### src/rtl/ship_pkg.sv
// Shared ship sprite ROM geometry: line count, address and line widths.
package ship_pkg;

    localparam int unsigned SHIP_LINES  = 48;
    localparam int unsigned SHIP_ADDR_W = 7;
    localparam int unsigned SHIP_DATA_W = 48;

    typedef logic [SHIP_ADDR_W-1:0] ship_addr_t;
    typedef logic [SHIP_DATA_W-1:0] ship_line_t;

endpackage

### src/rtl/rr_arbiter.sv
// Round-robin one-hot grant; priority starts just after the last granted index.
module rr_arbiter #(
    parameter int unsigned N_REQ = 2
) (
    input  logic             clk,
    input  logic             rst,
    input  logic [N_REQ-1:0] req,
    input  logic             advance,
    output logic [N_REQ-1:0] gnt
);

    localparam int unsigned PTR_W = (N_REQ > 1) ? $clog2(N_REQ) : 1;

    logic [PTR_W-1:0] last_ptr_q;
    logic [PTR_W-1:0] last_ptr_d;
    logic [PTR_W-1:0] win_idx;

    always_ff @(posedge clk) begin
        if (rst) begin
            last_ptr_q <= PTR_W'(N_REQ - 1);
        end else begin
            last_ptr_q <= last_ptr_d;
        end
    end

    // Scan from last_ptr+1 with wrap; the first asserted request wins.
    always_comb begin
        int unsigned idx;
        logic        found;
        gnt     = '0;
        win_idx = last_ptr_q;
        found   = 1'b0;
        idx     = 0;
        for (int unsigned off = 1; off <= N_REQ; off++) begin
            idx = 32'(last_ptr_q) + off;
            if (idx >= N_REQ) begin
                idx = idx - N_REQ;
            end
            if (!found && req[PTR_W'(idx)]) begin
                found             = 1'b1;
                win_idx           = PTR_W'(idx);
                gnt[PTR_W'(idx)]  = 1'b1;
            end
        end
        if (rst) begin
            gnt = '0;
        end
    end

    always_comb begin
        last_ptr_d = last_ptr_q;
        if (advance) begin
            last_ptr_d = win_idx;
        end
    end

endmodule

### src/rtl/ship_rom_arbiter.sv
// Shares one registered ship_rom between N_REQ drawers: grant, address mux,
// range check and a 3-stage tag/valid pipeline returning lines in grant order.
module ship_rom_arbiter #(
    parameter int unsigned N_REQ      = 2,
    parameter int unsigned ADDR_W     = ship_pkg::SHIP_ADDR_W,
    parameter int unsigned DATA_W     = ship_pkg::SHIP_DATA_W,
    parameter int unsigned SHIP_LINES = ship_pkg::SHIP_LINES
) (
    input  logic                    clk,
    input  logic                    rst,
    input  logic [N_REQ-1:0]        req,
    input  logic [N_REQ*ADDR_W-1:0] req_addr,
    output logic [N_REQ-1:0]        gnt,
    output logic [ADDR_W-1:0]       rom_addr,
    input  logic [DATA_W-1:0]       rom_data,
    output logic [N_REQ-1:0]        rsp_valid,
    output logic [DATA_W-1:0]       rsp_data,
    output logic                    rsp_err
);

    localparam int unsigned TAG_W = $clog2(N_REQ);

    logic              accept_c;
    logic [ADDR_W-1:0] sel_addr;
    logic [TAG_W-1:0]  sel_tag;
    logic              sel_err;

    logic              s1_valid_q, s1_valid_d;
    logic [TAG_W-1:0]  s1_tag_q,   s1_tag_d;
    logic              s1_err_q,   s1_err_d;
    logic [ADDR_W-1:0] rom_addr_q, rom_addr_d;
    logic              s2_valid_q, s2_valid_d;
    logic [TAG_W-1:0]  s2_tag_q,   s2_tag_d;
    logic              s2_err_q,   s2_err_d;
    logic [N_REQ-1:0]  rsp_valid_q, rsp_valid_d;
    logic [DATA_W-1:0] rsp_data_q,  rsp_data_d;
    logic              rsp_err_q,   rsp_err_d;

    rr_arbiter #(
        .N_REQ (N_REQ)
    ) u_rr_arbiter (
        .clk     (clk),
        .rst     (rst),
        .req     (req),
        .advance (accept_c),
        .gnt     (gnt)
    );

    assign accept_c = |gnt;

    // Address/tag of the granted requester; grant is one-hot so order is moot.
    always_comb begin
        sel_addr = '0;
        sel_tag  = '0;
        for (int unsigned i = 0; i < N_REQ; i++) begin
            if (gnt[i]) begin
                sel_addr = req_addr[i*ADDR_W +: ADDR_W];
                sel_tag  = TAG_W'(i);
            end
        end
        sel_err = (32'(sel_addr) >= SHIP_LINES);
    end

    always_comb begin
        s1_valid_d  = accept_c;
        s1_tag_d    = s1_tag_q;
        s1_err_d    = 1'b0;
        rom_addr_d  = rom_addr_q;
        if (accept_c) begin
            s1_tag_d   = sel_tag;
            s1_err_d   = sel_err;
            rom_addr_d = sel_err ? '0 : sel_addr;
        end
        s2_valid_d  = s1_valid_q;
        s2_tag_d    = s1_tag_q;
        s2_err_d    = s1_err_q;
        rsp_valid_d = s2_valid_q ? (N_REQ'(1) << s2_tag_q) : '0;
        rsp_data_d  = s2_err_q ? '0 : rom_data;
        rsp_err_d   = s2_valid_q & s2_err_q;
    end

    always_ff @(posedge clk) begin
        if (rst) begin
            s1_valid_q  <= 1'b0;
            s1_tag_q    <= '0;
            s1_err_q    <= 1'b0;
            rom_addr_q  <= '0;
            s2_valid_q  <= 1'b0;
            s2_tag_q    <= '0;
            s2_err_q    <= 1'b0;
            rsp_valid_q <= '0;
            rsp_data_q  <= '0;
            rsp_err_q   <= 1'b0;
        end else begin
            s1_valid_q  <= s1_valid_d;
            s1_tag_q    <= s1_tag_d;
            s1_err_q    <= s1_err_d;
            rom_addr_q  <= rom_addr_d;
            s2_valid_q  <= s2_valid_d;
            s2_tag_q    <= s2_tag_d;
            s2_err_q    <= s2_err_d;
            rsp_valid_q <= rsp_valid_d;
            rsp_data_q  <= rsp_data_d;
            rsp_err_q   <= rsp_err_d;
        end
    end

    assign rom_addr  = rom_addr_q;
    assign rsp_valid = rsp_valid_q;
    assign rsp_data  = rsp_data_q;
    assign rsp_err   = rsp_err_q;

endmodule

### config.mk
export PLATFORM = sky130hd
export DESIGN_NAME = ship_rom_arbiter
export DESIGN_NICKNAME = d
export VERILOG_FILES = /design/src/rtl/ship_pkg.sv /design/src/rtl/rr_arbiter.sv /design/src/rtl/ship_rom_arbiter.sv
export SDC_FILE = /design/constraint.sdc
export NUM_CORES = 1
export LEC_CHECK = 0
export ABC_CLOCK_PERIOD_IN_PS = 1500
export CAP_MARGIN = 0
export CORE_ASPECT_RATIO = 0.5
export CORE_MARGIN = 8
export CORE_UTILIZATION = 28
export DETAILED_ROUTE_END_ITERATION = 10
export DONT_BUFFER_PORTS = 1
export GPL_TIMING_DRIVEN = 0
export HOLD_SLACK_MARGIN = 0.08
export SETUP_SLACK_MARGIN = 0.05
export SYNTH_ARGS = -nofsm -noshare
export SYNTH_HDL_FRONTEND = slang
export SYNTH_HIERARCHICAL = 1
export SYNTH_SLANG_ARGS = --single-unit
### constraint.sdc
create_clock -name clk -period 1.5 [get_ports clk]
set_input_delay 0.3 -clock clk [delete_from_list [all_inputs] [get_ports clk]]
set_output_delay 0.3 -clock clk [all_outputs]
set_load 0.05 [all_outputs]
======== After elaboration in Yosys (flattened, before gate mapping) ========
Cells that the tools add are included.
storage, ports and cells
  bits in registers ....................... 65
  output and inout port bits .............. 60
  word-level logic and storage cells ...... 57
cells by class
  $add $sub $neg .......................... 4
  $lt $le $gt $ge ......................... 7
  shift operators ......................... 1
  muxes and demuxes ....................... 20
  bitwise gates (word level) .............. 4
  reductions and logical operators ........ 10
operator list
  cell                   count
  $mux W7                3
  $mux W1                12
  $reduce_or A2 Y1       4
  $ge A7 B6 Y1 const B   1
  $mux W2                3
  $lt A1 B2 Y1 const B   2
  $add A1 B2 Y3 const B  1
  $ge A3 B2 Y1 const B   1
  $logic_and A1 B1 Y1    3
  $add A1 B1 Y2 const B  1
  $demux W1 S1           2
  $ge A1 B1 Y1 const B   2
  $ge A2 B2 Y1 const B   1
  $not A1 Y1             2
  $or A2 B2 Y2           1
  $reduce_and A2 Y1      1
  $reduce_bool A2 Y1     1
  $shl A1 B1 Y2 const A  1
  $sub A1 B1 Y1 const B  2
  $and A1 B1 Y1          1
  $logic_not A1 Y1       1

======== Logic depth before layout (Yosys ltp) ========
Gate-level depths: netlist (run 1).
  depth after elaboration ................. 15
  mapped depth ............................ 6

======== Cells and area by module ========
The synthesis (run 1) kept the hierarchy.
by module, submodules not included
  module            times used  cells an instance  area each (µm²)  seq. area each (µm²)
  ship_rom_arbiter  1           159                1849.3           1281.2
  rr_arbiter        1           8                  65.1             20.0

======== Worst setup path after synthesis (run 1) ========
OpenSTA, ideal clock, no wires.
  kind .................................... input port to flip-flop
  from .................................... in req[0]
  to ...................................... reg rom_addr_q[1] (netlist: rom_addr[1])
  library setup time ...................... 0.069 ns
  data arrival time ....................... 2.547 ns
  required time ........................... 1.431 ns
  setup slack ............................. -1.116 ns
  cell stages on the path ................. 5
  path buffers ............................ 1
  cells stage by stage .................... a211oi_1 -> nor2b_1 -> buf_6 -> a221o_1 -> o21ai_1
between the ends
  longest elaborated chain between the ends .. 11
RTL lines
  element                                     line                    source
  start: declaration                          ship_rom_arbiter.sv:11  input logic [N_REQ-1:0] req,
  $mux W1 (implied by the code) (2 in a row)  rr_arbiter.sv:39        if (!found && req[PTR_W'(idx)]) begin
  $mux W1                                     rr_arbiter.sv:39
  $logic_not A1 Y1                            rr_arbiter.sv:39
  $logic_and A1 B1 Y1                         rr_arbiter.sv:39
  $mux W2 *                                   rr_arbiter.sv:39
  $mux W2 *                                   rr_arbiter.sv:45        if (rst) begin
  $mux W7 (2 in a row)                        ship_rom_arbiter.sv:56  if (gnt[i]) begin
  $ge A7 B6 Y1                                ship_rom_arbiter.sv:61  sel_err = (32'(sel_addr) >= SHIP_LINES);
  $mux W7                                     ship_rom_arbiter.sv:72  rom_addr_d = sel_err ? '0 : sel_addr;
  end signal: assignment                      ship_rom_arbiter.sv:98  rom_addr_q <= rom_addr_d;
  end: declaration                            ship_rom_arbiter.sv:31  logic [ADDR_W-1:0] rom_addr_q, rom_addr_d;
Mark *: on every way between the ends. The rest lies on a longest branch, timed or not. The select of a mux whose other input is x is not followed.
A chain may end at the register's enable or synchronous reset.

======== Final worst setup path (run 1) ========
  from .................................... reg u_rr_arbiter.last_ptr_q
  to ...................................... reg rom_addr_q[1] (netlist: rom_addr[1])
RTL lines
  element                                                line                    source
  start: declaration                                     rr_arbiter.sv:14        logic [PTR_W-1:0] last_ptr_q;
  start signal: assignment                               rr_arbiter.sv:20        last_ptr_q <= PTR_W'(N_REQ - 1);
  start signal: assignment                               rr_arbiter.sv:22        last_ptr_q <= last_ptr_d;
  branches (longest 9 deep; another with $add A1 B2 Y3)  -
  $mux W2 *                                              rr_arbiter.sv:39
  $mux W2 *                                              rr_arbiter.sv:45
  via gnt[1]                                             ship_rom_arbiter.sv:13  output logic [N_REQ-1:0] gnt,
  $mux W7                                                ship_rom_arbiter.sv:56
  $ge A7 B6 Y1                                           ship_rom_arbiter.sv:61
  $mux W7                                                ship_rom_arbiter.sv:72
Mark *: on every way through the listed nets, which the timed path passes. The select of a mux whose other input is x is not followed.

==> results by group, run 1 <==
Worst hold path
  • HP Class: input port to flip-flop
  • Worst Hold Path EP: u_rr_arbiter/last_ptr_q
  • Hold Crit Depth: 2
  • Hold Startpoint: rst

Global routing
  • Largest net degree at the start of global routing: 12
  • Initial antenna violation count: 0
  • GR Overflow Total: 0
  • First-pass GRT wire length: roughly 6900 um
  • Number of global-route vias before repair: ~1.3k
  • GRT Util Overall: 9.63%

STA
  • Clock Skew: 0.00676 ns
  • RSZ-0062 raised after global routing: yes
  • Final Cycle Share: 127%
  • Minimum clock period: around 1.9 ns
  • # setup viols final: 13
  • Slew Limit Fails: 0
  • Final setup margin: -0.400 ns
  • Fmax: 526 MHz
  • Relative slew slack: between 40% and 50%
  • Setup TNS: -3.50 ns
  • Final Hold Fails: 0
  • Worst Tran Pin Value: ~0.75 ns
  • Hold WS: 0.0949 ns

Detailed routing
  • Vias per cell: 4.03
  • Post-route ant nets: 0
  • Routed len/inst: approximately 18 um
  • Starting DRT DRC Count: 42
  • Drt total wl: between 4000 and 5000 um
  • Vias: between 1k and 1.5k
  • DRC Markers: 0
  • DRT Pass-1 Iters: 4

Layout
  • Final nets: roughly 250
  • Post-layout util: between 30 and 40%
  • Final instance area: between 2000 and 2500 um2
  • Synth-to-Final Area Change: 26.7%
  • Max reg flops: 48
  • Fraction of layout cells with a size suffix above 1: between 10% and 20%
  • Final Instance Count excl. Fillers: ~280
  • Inserted Diodes: 0

Die
  • Ports: between 100 and 150
  • DIE HEIGHT: around 74 um
  • Die Width: approximately 130 um
  • Num rows: 21
  • Total core area: ~6600 um2
  • Die area: 9900 um2
  • Starting Density: 28.8%

Synth
  • Synth Cell Area: around 1900 um2
  • Mean Syn Cell Area: about 11 um2
  • Top FF cell, synth: dfxtp_1
  • Post-Synthesis Cells: around 170
  • Number of synthesized register bits: between 60 and 70
  • Synthesis Warnings: 6
  • Synth Net Count: 233
  • Post-synth ARST share: 0%
  • Number of flops mapped to enable cells by yosys: 0
  • Post-synthesis sequential area ratio: 68.0%
  • Yosys cell types: 21

Power and ir drop
  • PD cells: between 1500 and 2000 nW/um2
  • VDD IR max: just under 0.0009 V
  • Final Power: 4.76 mW
  • Leak pwr: between 0.9 and 1 nW

Worst setup path
  • Worst setup EP type: flip-flop
  • Critical path class: flip-flop to flip-flop
  • Reg2Reg Depth: 5
  • R2R setup slack: -0.40 ns
  • Crit start category: flip-flop
  • Data arrival, critical path: 2.15 ns
  • Worst R2R End: rom_addr[1]
  • CP Max Fanout: 6
  • Worst reg2reg path startpoint: u_rr_arbiter/last_ptr_q
  • Required time worst endpoint: roughly 1.8 ns

Clock tree
  • # hold bufs at CTS: 0
  • Clock Pin Slew Worst Setup and Hold Paths: ~0.05 ns
  • Max H-tree Level: 3
  • Clk root buf: clkbuf_16
  • CTS Sinks: 65
  • Clock latency on the worst-skew pair: roughly 0.32 ns
  • TritonCTS clock tree: built
  • Clock buffer depth: 2
  • CTS Buf Count: 9

Outcome
  • Outcome: complete, but fails checks
  • Failing checks: negative setup slack

Job
  • Max-cap violations: 0

Place
  • Post-Place Cells: ~260
  • Area post-placement: between 2000 and 2500 um2
  • Pre-CTS setup slack: -0.454 ns
  • Final HPWL DP: between 4000 and 5000 um
  • GPL Wtd Cong: just under 0.7
  • Number of port buffers: 0
-- cells in the mapped netlist (2+ instances only) --
library cell	n	area, um2
a21o_1	2	15.0
a21oi_1	3	15.0
a22oi_1	6	45.0
and2_1	49	307
and3b_1	3	26.3
clkbuf_1	7	26.3
dfxtp_1	65	1300
inv_1	3	11.3
nand2_1	6	22.5
nor2_1	3	11.3
nor2b_1	5	31.3
o21ai_1	6	30.0
-- kinds of logic (layout without fill, tap and decap cells) --
kind of cell | count (synthesis) | in the layout | synth area share, %
compound gates | 21 | 21 | 7.39
buf+inv | 11 | 28 | 2.55
flops | 65 | 65 | 68.0
simple gates | 70 | 70 | 22.1
-- where the power goes --
| part | internal (mW) | leakage [nW] | switching, mW |
|---|---|---|---|
| clock | 1.72 | 0.173 | 0.690 |
| combinational | 0.0772 | 0.282 | 0.0892 |
| sequential | 1.83 | 0.538 | 0.358 |
-- cell type report --
| class | instances | area [um2] |
|---|---|---|
| Sequential cell | 65 | 1300 |
| Clock buffer | 12 | 256 |
| Multi-Input combinational cell | 91 | 592 |
| Buffer | 8 | 42.5 |
| Clock inverter | 4 | 98.8 |
| Inverter | 3 | 11.3 |
| Tap cell | 92 | 115 |
| Fill cell | 665 | 4220 |
| Timing Repair Buffer | 1 | 7.51 |
-- critical path, stage by stage, from the launching register on --
cell and delay, ns:
dfxtp_2 0.34, a211oi_4 0.66, nor2b_1 0.13, buf_6 0.15, a221o_2 0.41, o21ai_1 0.14
-- cells in the final DEF (no fill, tap or decap), types with 5 or more instances in the layout --
cell type and n:
and2_1 49, nor2b_1 5, clkbuf_1 6, o21ai_1 5, nand2_1 6, dfxtp_1 64, clkbuf_16 9, a22oi_1 5
-- layer usage --
metal	track usage [%]	wire length [um]	up-vias
met5	0	0	-
met4	5.24	72	0
met3	3.50	192	6
met2	19.8	3050	33
met1	8.09	1590	517
li1	-	-	557
-- how the worst max path moves through the flow --
stage | from | end | cells after the start
finish | u_rr_arbiter/last_ptr_q | rom_addr[1] | 5
global route | u_rr_arbiter/last_ptr_q | rom_addr[1] | 5
CTS | u_rr_arbiter/last_ptr_q | rom_addr[4] | 5
detailed placement | u_rr_arbiter/last_ptr_q | u_rr_arbiter/last_ptr_q | 5
global placement | u_rr_arbiter/last_ptr_q | u_rr_arbiter/last_ptr_q | 5
floorplan | u_rr_arbiter/last_ptr_q | rom_addr[1] | 5
-- repair_timing --
item / 4_1_cts / 5_1_grt
pin swaps: 6 / 2
endpoints found under the setup margin: 13 / 15
setup buffers: 1 / 0
gates resized for setup: 2 / 6
No activity file was read; power rests on OpenSTA's default activity.
==> inputs of run 2 (changes only) <==
Settings changed: RECOVER_POWER from default to 100.
==> results by group, run 2 (synthesized netlist as in run 1, its figures left out) <==
Detailed routing
  • Starting DRT DRC Count: 38
  • DRC Markers: 0
  • Routed len/inst: 17.8 um
  • Drt total wl: about 5000 um
  • Vias per cell: ~4.0
  • DRT Pass-1 Iters: 4
  • Vias: roughly 1.1k
  • Post-route ant nets: 0

STA
  • Minimum clock period: between 1.5 and 2 ns
  • Worst Tran Pin Value: 0.751 ns
  • Clock Skew: between 0.006 and 0.007 ns
  • Final Cycle Share: 127%
  • Final Hold Fails: 0
  • Fmax: around 530 MHz
  • Hold WS: approximately 0.095 ns
  • Final setup margin: -0.400 ns
  • Slew Limit Fails: 0
  • Relative slew slack: roughly half
  • # setup viols final: 13
  • RSZ-0062 raised after global routing: yes

Layout
  • Final nets: between 200 and 250
  • Fraction of layout cells with a size suffix above 1: between 10% and 20%
  • Most frequent cells in the layout: dfxtp_1, and2_0, and2_1
  • Sequential cell area: 1300 um2
  • Multi-input logic area: roughly 600 um2
  • Fillers: 666
  • Commonest non-fill, non-tap cell in the layout: dfxtp_1
  • Max reg flops: 48
  • Inserted Diodes: 0
  • Final instance area: 2420 um2
  • Synth-to-Final Area Change: 26.7%
  • Final Instance Count excl. Fillers: 276

Power and ir drop
  • Sw Ratio: around a quarter
  • PD cells: ~2000 nW/um2
  • Register share of total power: between 40% and 50%
  • Combinational share of power: 3.4%
  • Final Power: 4.76 mW
  • Clk network pwr share: approximately half
  • Internal power: between 3 and 4 mW
  • Sw power: around 1.1 mW
  • Leak pwr: around 0.97 nW
  • VDD IR max: between 0.0008 and 0.0009 V

Clock tree
  • Max H-tree Level: 3
  • Clock buffer depth: 2
  • TritonCTS clock tree: built
  • CTS Sinks: between 60 and 70
  • CTS Buf Count: 9
  • Clock Pin Slew Worst Setup and Hold Paths: 0.05 ns
  • Clk root buf: clkbuf_16
  • Clock latency on the worst-skew pair: between 0.3 and 0.4 ns

Worst setup path
  • Worst setup path endpoint: rom_addr[1]
  • Critical path class: flip-flop to flip-flop
  • Reg2Reg Depth: 5
  • CP Max Fanout: 6
  • Crit start category: flip-flop
  • Worst setup EP type: flip-flop
  • Worst R2R End: rom_addr[1]
  • R2R setup slack: -0.40 ns
  • CP max stage delay: 0.66 ns
  • Worst reg2reg path startpoint: u_rr_arbiter/last_ptr_q
  • Data arrival, critical path: between 2 and 2.5 ns
  • CP cell instances: a211oi_4, nor2b_1, buf_6, a221o_2, o21ai_1
  • Required time worst endpoint: about 1.8 ns
  • Critical path origin: u_rr_arbiter/last_ptr_q
  • Crit-path slowest cell: a211oi_4

Global routing
  • Largest net degree at the start of global routing: 12
  • Number of global-route vias before repair: 1261
  • GRT Util Overall: 9.63%
  • GR Overflow Total: 0
  • First-pass GRT wire length: roughly 7000 um
  • Initial antenna violation count: 0

Place
  • GPL Wtd Cong: 0.676
  • Area post-placement: 2040 um2
  • Post-Place Cells: approximately 260
  • Final HPWL DP: around 4000 um
  • Number of port buffers: 0

Die
  • Num rows: 21
  • Ports: roughly 130
  • Starting Density: between 20 and 30%
  • DIE HEIGHT: between 70 and 80 um
  • Die Width: approximately 130 um
  • Die area: approximately 10000 um2
  • Total core area: 6650 um2

Outcome
  • Outcome: complete, but fails checks
  • Failing checks: negative setup slack

Worst hold path
  • HP Class: input port to flip-flop

Job
  • Max-cap violations: 0
## run 2: layout make-up
| cell class | count | share of cell area, % |
|---|---|---|
| flip-flops and latches | 65 | 53.7 |
| multi-input cells | 91 | 24.4 |
| clock buffers | 12 | 10.6 |
| well taps | 92 | 4.75 |
| clock inverters | 4 | 4.08 |
| plain buffers | 8 | 1.70 |
| inverters | 3 | 0.464 |
| repair buffers | 1 | 0.310 |
## run 2: repair_timing
item	4_1_cts	5_1_grt
pin swaps	6	2
endpoints found under the setup margin	13	15
setup buffers	1	0
hold buffers	0	0
gates resized for setup	2	6
## run 2: power groups by stage
stage	Combinational (mW)	Sequential (mW)	Clock (mW)
after floorplan	0.131	2.20	0
after global placement	0.151	2.22	0
after CTS	0.165	2.19	2.46
final	0.163	2.19	2.41
after detailed placement	0.160	2.23	0
after global routing	0.186	2.19	2.53
## run 2: routing by layer
metal / routed length, um / GRT usage [%]
met5: 0 / 0
met4: 72 / 5.24
met3: 192 / 3.50
met2: 3050 / 19.8
met1: 1580 / 8.09
## run 2: worst min-delay path by stage
stage,cells past startpoint,end,start
2_1_floorplan,1,rsp_valid[0],s2_tag_q
3_3_place_gp,1,rsp_valid[0],s2_tag_q
3_5_place_dp,1,rsp_valid[0],s2_tag_q
4_1_cts,2,u_rr_arbiter/last_ptr_q,rst
5_1_grt,1,rsp_data[30],rom_data[30]
6_report,2,u_rr_arbiter/last_ptr_q,rst
## run 2: critical path, delay by kind of cell, from the launching register on
| family | cells | cell delay (ns) |
|---|---|---|
| AO/OA/AOI/OAI | 3 | 1.21 |
| flip-flops | 1 | 0.34 |
| AND/OR/NAND/NOR | 1 | 0.13 |
| buffers and inverters | 1 | 0.15 |
## run 2: through the flow
step / util (%) / TNS [ns] / setup slack [ns]
2_1_floorplan: - / -1.87 / -0.256
3_3_place_gp: 30.7 / -3.53 / -0.400
3_5_place_dp: 30.7 / -4.09 / -0.454
4_1_cts: 36.3 / -4.32 / -0.459
5_1_grt: 36.5 / -4.46 / -0.488
6_report: 36.5 / -3.50 / -0.400
==> inputs of run 3 (changes only) <==
Settings changed: ABC_AREA from default to 1, HOLD_SLACK_MARGIN 0.08 to 0.03.
==> results by group, run 3 <==
Outcome
  • Outcome: complete, but fails checks
  • Failing checks: negative setup slack

Worst setup path
  • CP max stage delay: 0.45 ns
  • Worst setup EP type: flip-flop
  • R2R setup slack: -0.03 ns
  • Required time worst endpoint: 1.69 ns
  • Crit path buffers/inverters: 1
  • Kind of cell adding the most delay to the critical path: compound AO/OA/AOI/OAI gates
  • Worst reg2reg path startpoint: u_rr_arbiter/last_ptr_q
  • Crit start category: flip-flop
  • Critical path origin: u_rr_arbiter/last_ptr_q
  • Data arrival, critical path: between 1.5 and 2 ns
  • Crit-path slowest cell: a21oi_4
  • Levels on crit path: 7
  • CP Max Fanout: 7
  • Reg2Reg Depth: 7
  • Worst R2R End: rom_addr[3]
  • CP cell instances: inv_4, a21oi_4, nand3_1, nand2_2, nand2_2, nand3_1, a21oi_2
  • Worst setup path endpoint: rom_addr[3]
  • Critical path class: flip-flop to flip-flop

Die
  • Starting Density: ~28%
  • DIE HEIGHT: approximately 76 um
  • Die area: 10400 um2
  • Total core area: 7180 um2
  • Ports: 126
  • Num rows: 22
  • Die Width: ~140 um

Synth
  • Post-synthesis sequential area ratio: approximately 64%
  • Synthesis Warnings: 6
  • Top FF cell, synth: dfxtp_1
  • Post-synth ARST share: 0%
  • Synth Net Count: a little over 300
  • Area leader, netlist: dfxtp_1
  • Top cells by count, synth: dfxtp_1, inv_1, nor2_1, nand2_1, nand3_1
  • Synth Cell Area: 2030 um2
  • Mean Syn Cell Area: 8.41 um2
  • Post-Synthesis Cells: 242
  • Synth top area share: between 60 and 70%
  • Count leader, synth: dfxtp_1
  • Number of synthesized register bits: 65
  • Number of flops mapped to enable cells by yosys: 0
  • Synth top area cells: dfxtp_1, inv_1, nor2_1
  • Yosys cell types: 16

Detailed routing
  • DRT Pass-1 Iters: 4
  • DRC Markers: 0
  • Vias: about 1.4k
  • Post-route ant nets: 0
  • Starting DRT DRC Count: 47
  • Drt total wl: ~4700 um
  • Vias per cell: around 4.0
  • Routed len/inst: 13.2 um

Layout
  • Inserted Diodes: 0
  • Max reg flops: 48
  • Fraction of layout cells with a size suffix above 1: 12.4%
  • Most frequent cells in the layout: dfxtp_1, inv_1, nor2_1
  • Post-layout util: 34.5%
  • Final nets: 319
  • Commonest non-fill, non-tap cell in the layout: dfxtp_1
  • Fillers: around 730
  • Synth-to-Final Area Change: 21.8%
  • Sequential cell area: 1310 um2
  • Multi-input logic area: a little over 500 um2

STA
  • RSZ-0062 raised after global routing: yes
  • Fmax: about 650 MHz
  • # setup viols final: 6
  • Final Hold Fails: 0
  • Final Cycle Share: 102%
  • Clock Skew: ~0.0051 ns
  • Setup TNS: -0.133 ns
  • Relative slew slack: approximately 62%
  • Slew Limit Fails: 0
  • Minimum clock period: about 1.5 ns
  • Final setup margin: -0.0338 ns
  • Worst Tran Pin Value: about 0.57 ns

Power and ir drop
  • Sw power: ~1.2 mW
  • Internal power: slightly above 3 mW
  • Leak pwr: 1.20 nW
  • Clk network pwr share: 45.0%
  • Register share of total power: between 50% and 60%
  • Final Power: 4.27 mW
  • PD cells: ~1700 nW/um2
  • Sw Ratio: 29.1%
  • VDD IR max: 0.000594 V
  • Combinational share of power: approximately 4.3%

Global routing
  • Largest net degree at the start of global routing: 15
  • First-pass GRT wire length: roughly 7000 um
  • GR Overflow Total: 0
  • Number of global-route vias before repair: 1385
  • Initial antenna violation count: 0
  • GRT Util Overall: between 8 and 9%

Clock tree
  • TritonCTS clock tree: built
  • Clk root buf: clkbuf_16
  • Clock buffer depth: 2
  • # hold bufs at CTS: 0
  • Clock latency on the worst-skew pair: 0.32 ns
  • Max H-tree Level: 3
  • Clock Pin Slew Worst Setup and Hold Paths: 0.06 ns
  • CTS Sinks: 65
  • CTS Buf Count: 9
  • Post-CTS setup buffer count: 0

Job
  • Max-cap violations: 0

Place
  • Final HPWL DP: 3860 um
  • GPL Wtd Cong: roughly 0.75
  • Pre-CTS setup slack: -0.0759 ns
  • Number of port buffers: 0

Worst hold path
  • HP Class: input port to flip-flop
run 3: power groups by stage:
stage,clock [mW],sequential [mW],combinational (mW)
floorplan,0,2.18,0.155
global placement,0,2.20,0.176
detailed placement,0,2.21,0.185
CTS,1.97,2.17,0.188
global route,2.05,2.17,0.215
finish,1.92,2.16,0.184
run 3: how the worst min path moves through the flow:
stage                     slack [ns]  from  cells after the start         end
after floorplan                 0.38   rst                      1  s1_valid_q
after global placement          0.39   rst                      1  s1_valid_q
after detailed placement        0.39   rst                      1  s1_valid_q
after CTS                       0.05   rst                      1  s1_valid_q
after global routing            0.05   rst                      1  s1_valid_q
final                           0.06   rst                      1  s1_valid_q
run 3: through the flow:
stage / std cells / area (um2) / hold WS [ns]
after floorplan: 242 / 2060 / 0.381
after global placement: 338 / 2180 / 0.391
after detailed placement: 338 / 2180 / 0.389
after CTS: 354 / 2480 / 0.0471
after global routing: 354 / 2480 / 0.0480
final: 354 / 2480 / 0.0622
run 3: area by class of cell:
| class | count | area share [%] |
|---|---|---|
| sequential | 65 | 52.7 |
| multi-input combinational | 111 | 20.4 |
| clock buffer | 9 | 9.09 |
| inverter | 59 | 9.04 |
| tap | 96 | 4.85 |
| clock inverter | 7 | 2.47 |
| buffer | 7 | 1.46 |
run 3: repair_timing:
action | in CTS | in global routing
pin swaps | 3 | 0
setup endpoints to repair | 8 | 9
resized for setup | 3 | 4
run 3: kinds of logic after synthesis:
logic type | Yosys count | share of synthesized area (%)
AND/OR/NAND/NOR | 100 | 19.9
buffers and inverters | 66 | 13.0
flip-flops | 65 | 64.0
AO/OA/AOI/OAI | 11 | 3.14
run 3: metal layers:
layer	share of wire [%]	track usage, %
met5	0	0
met4	1.1	3.92
met3	8.1	4.74
met2	61	17.7
met1	30	6.54
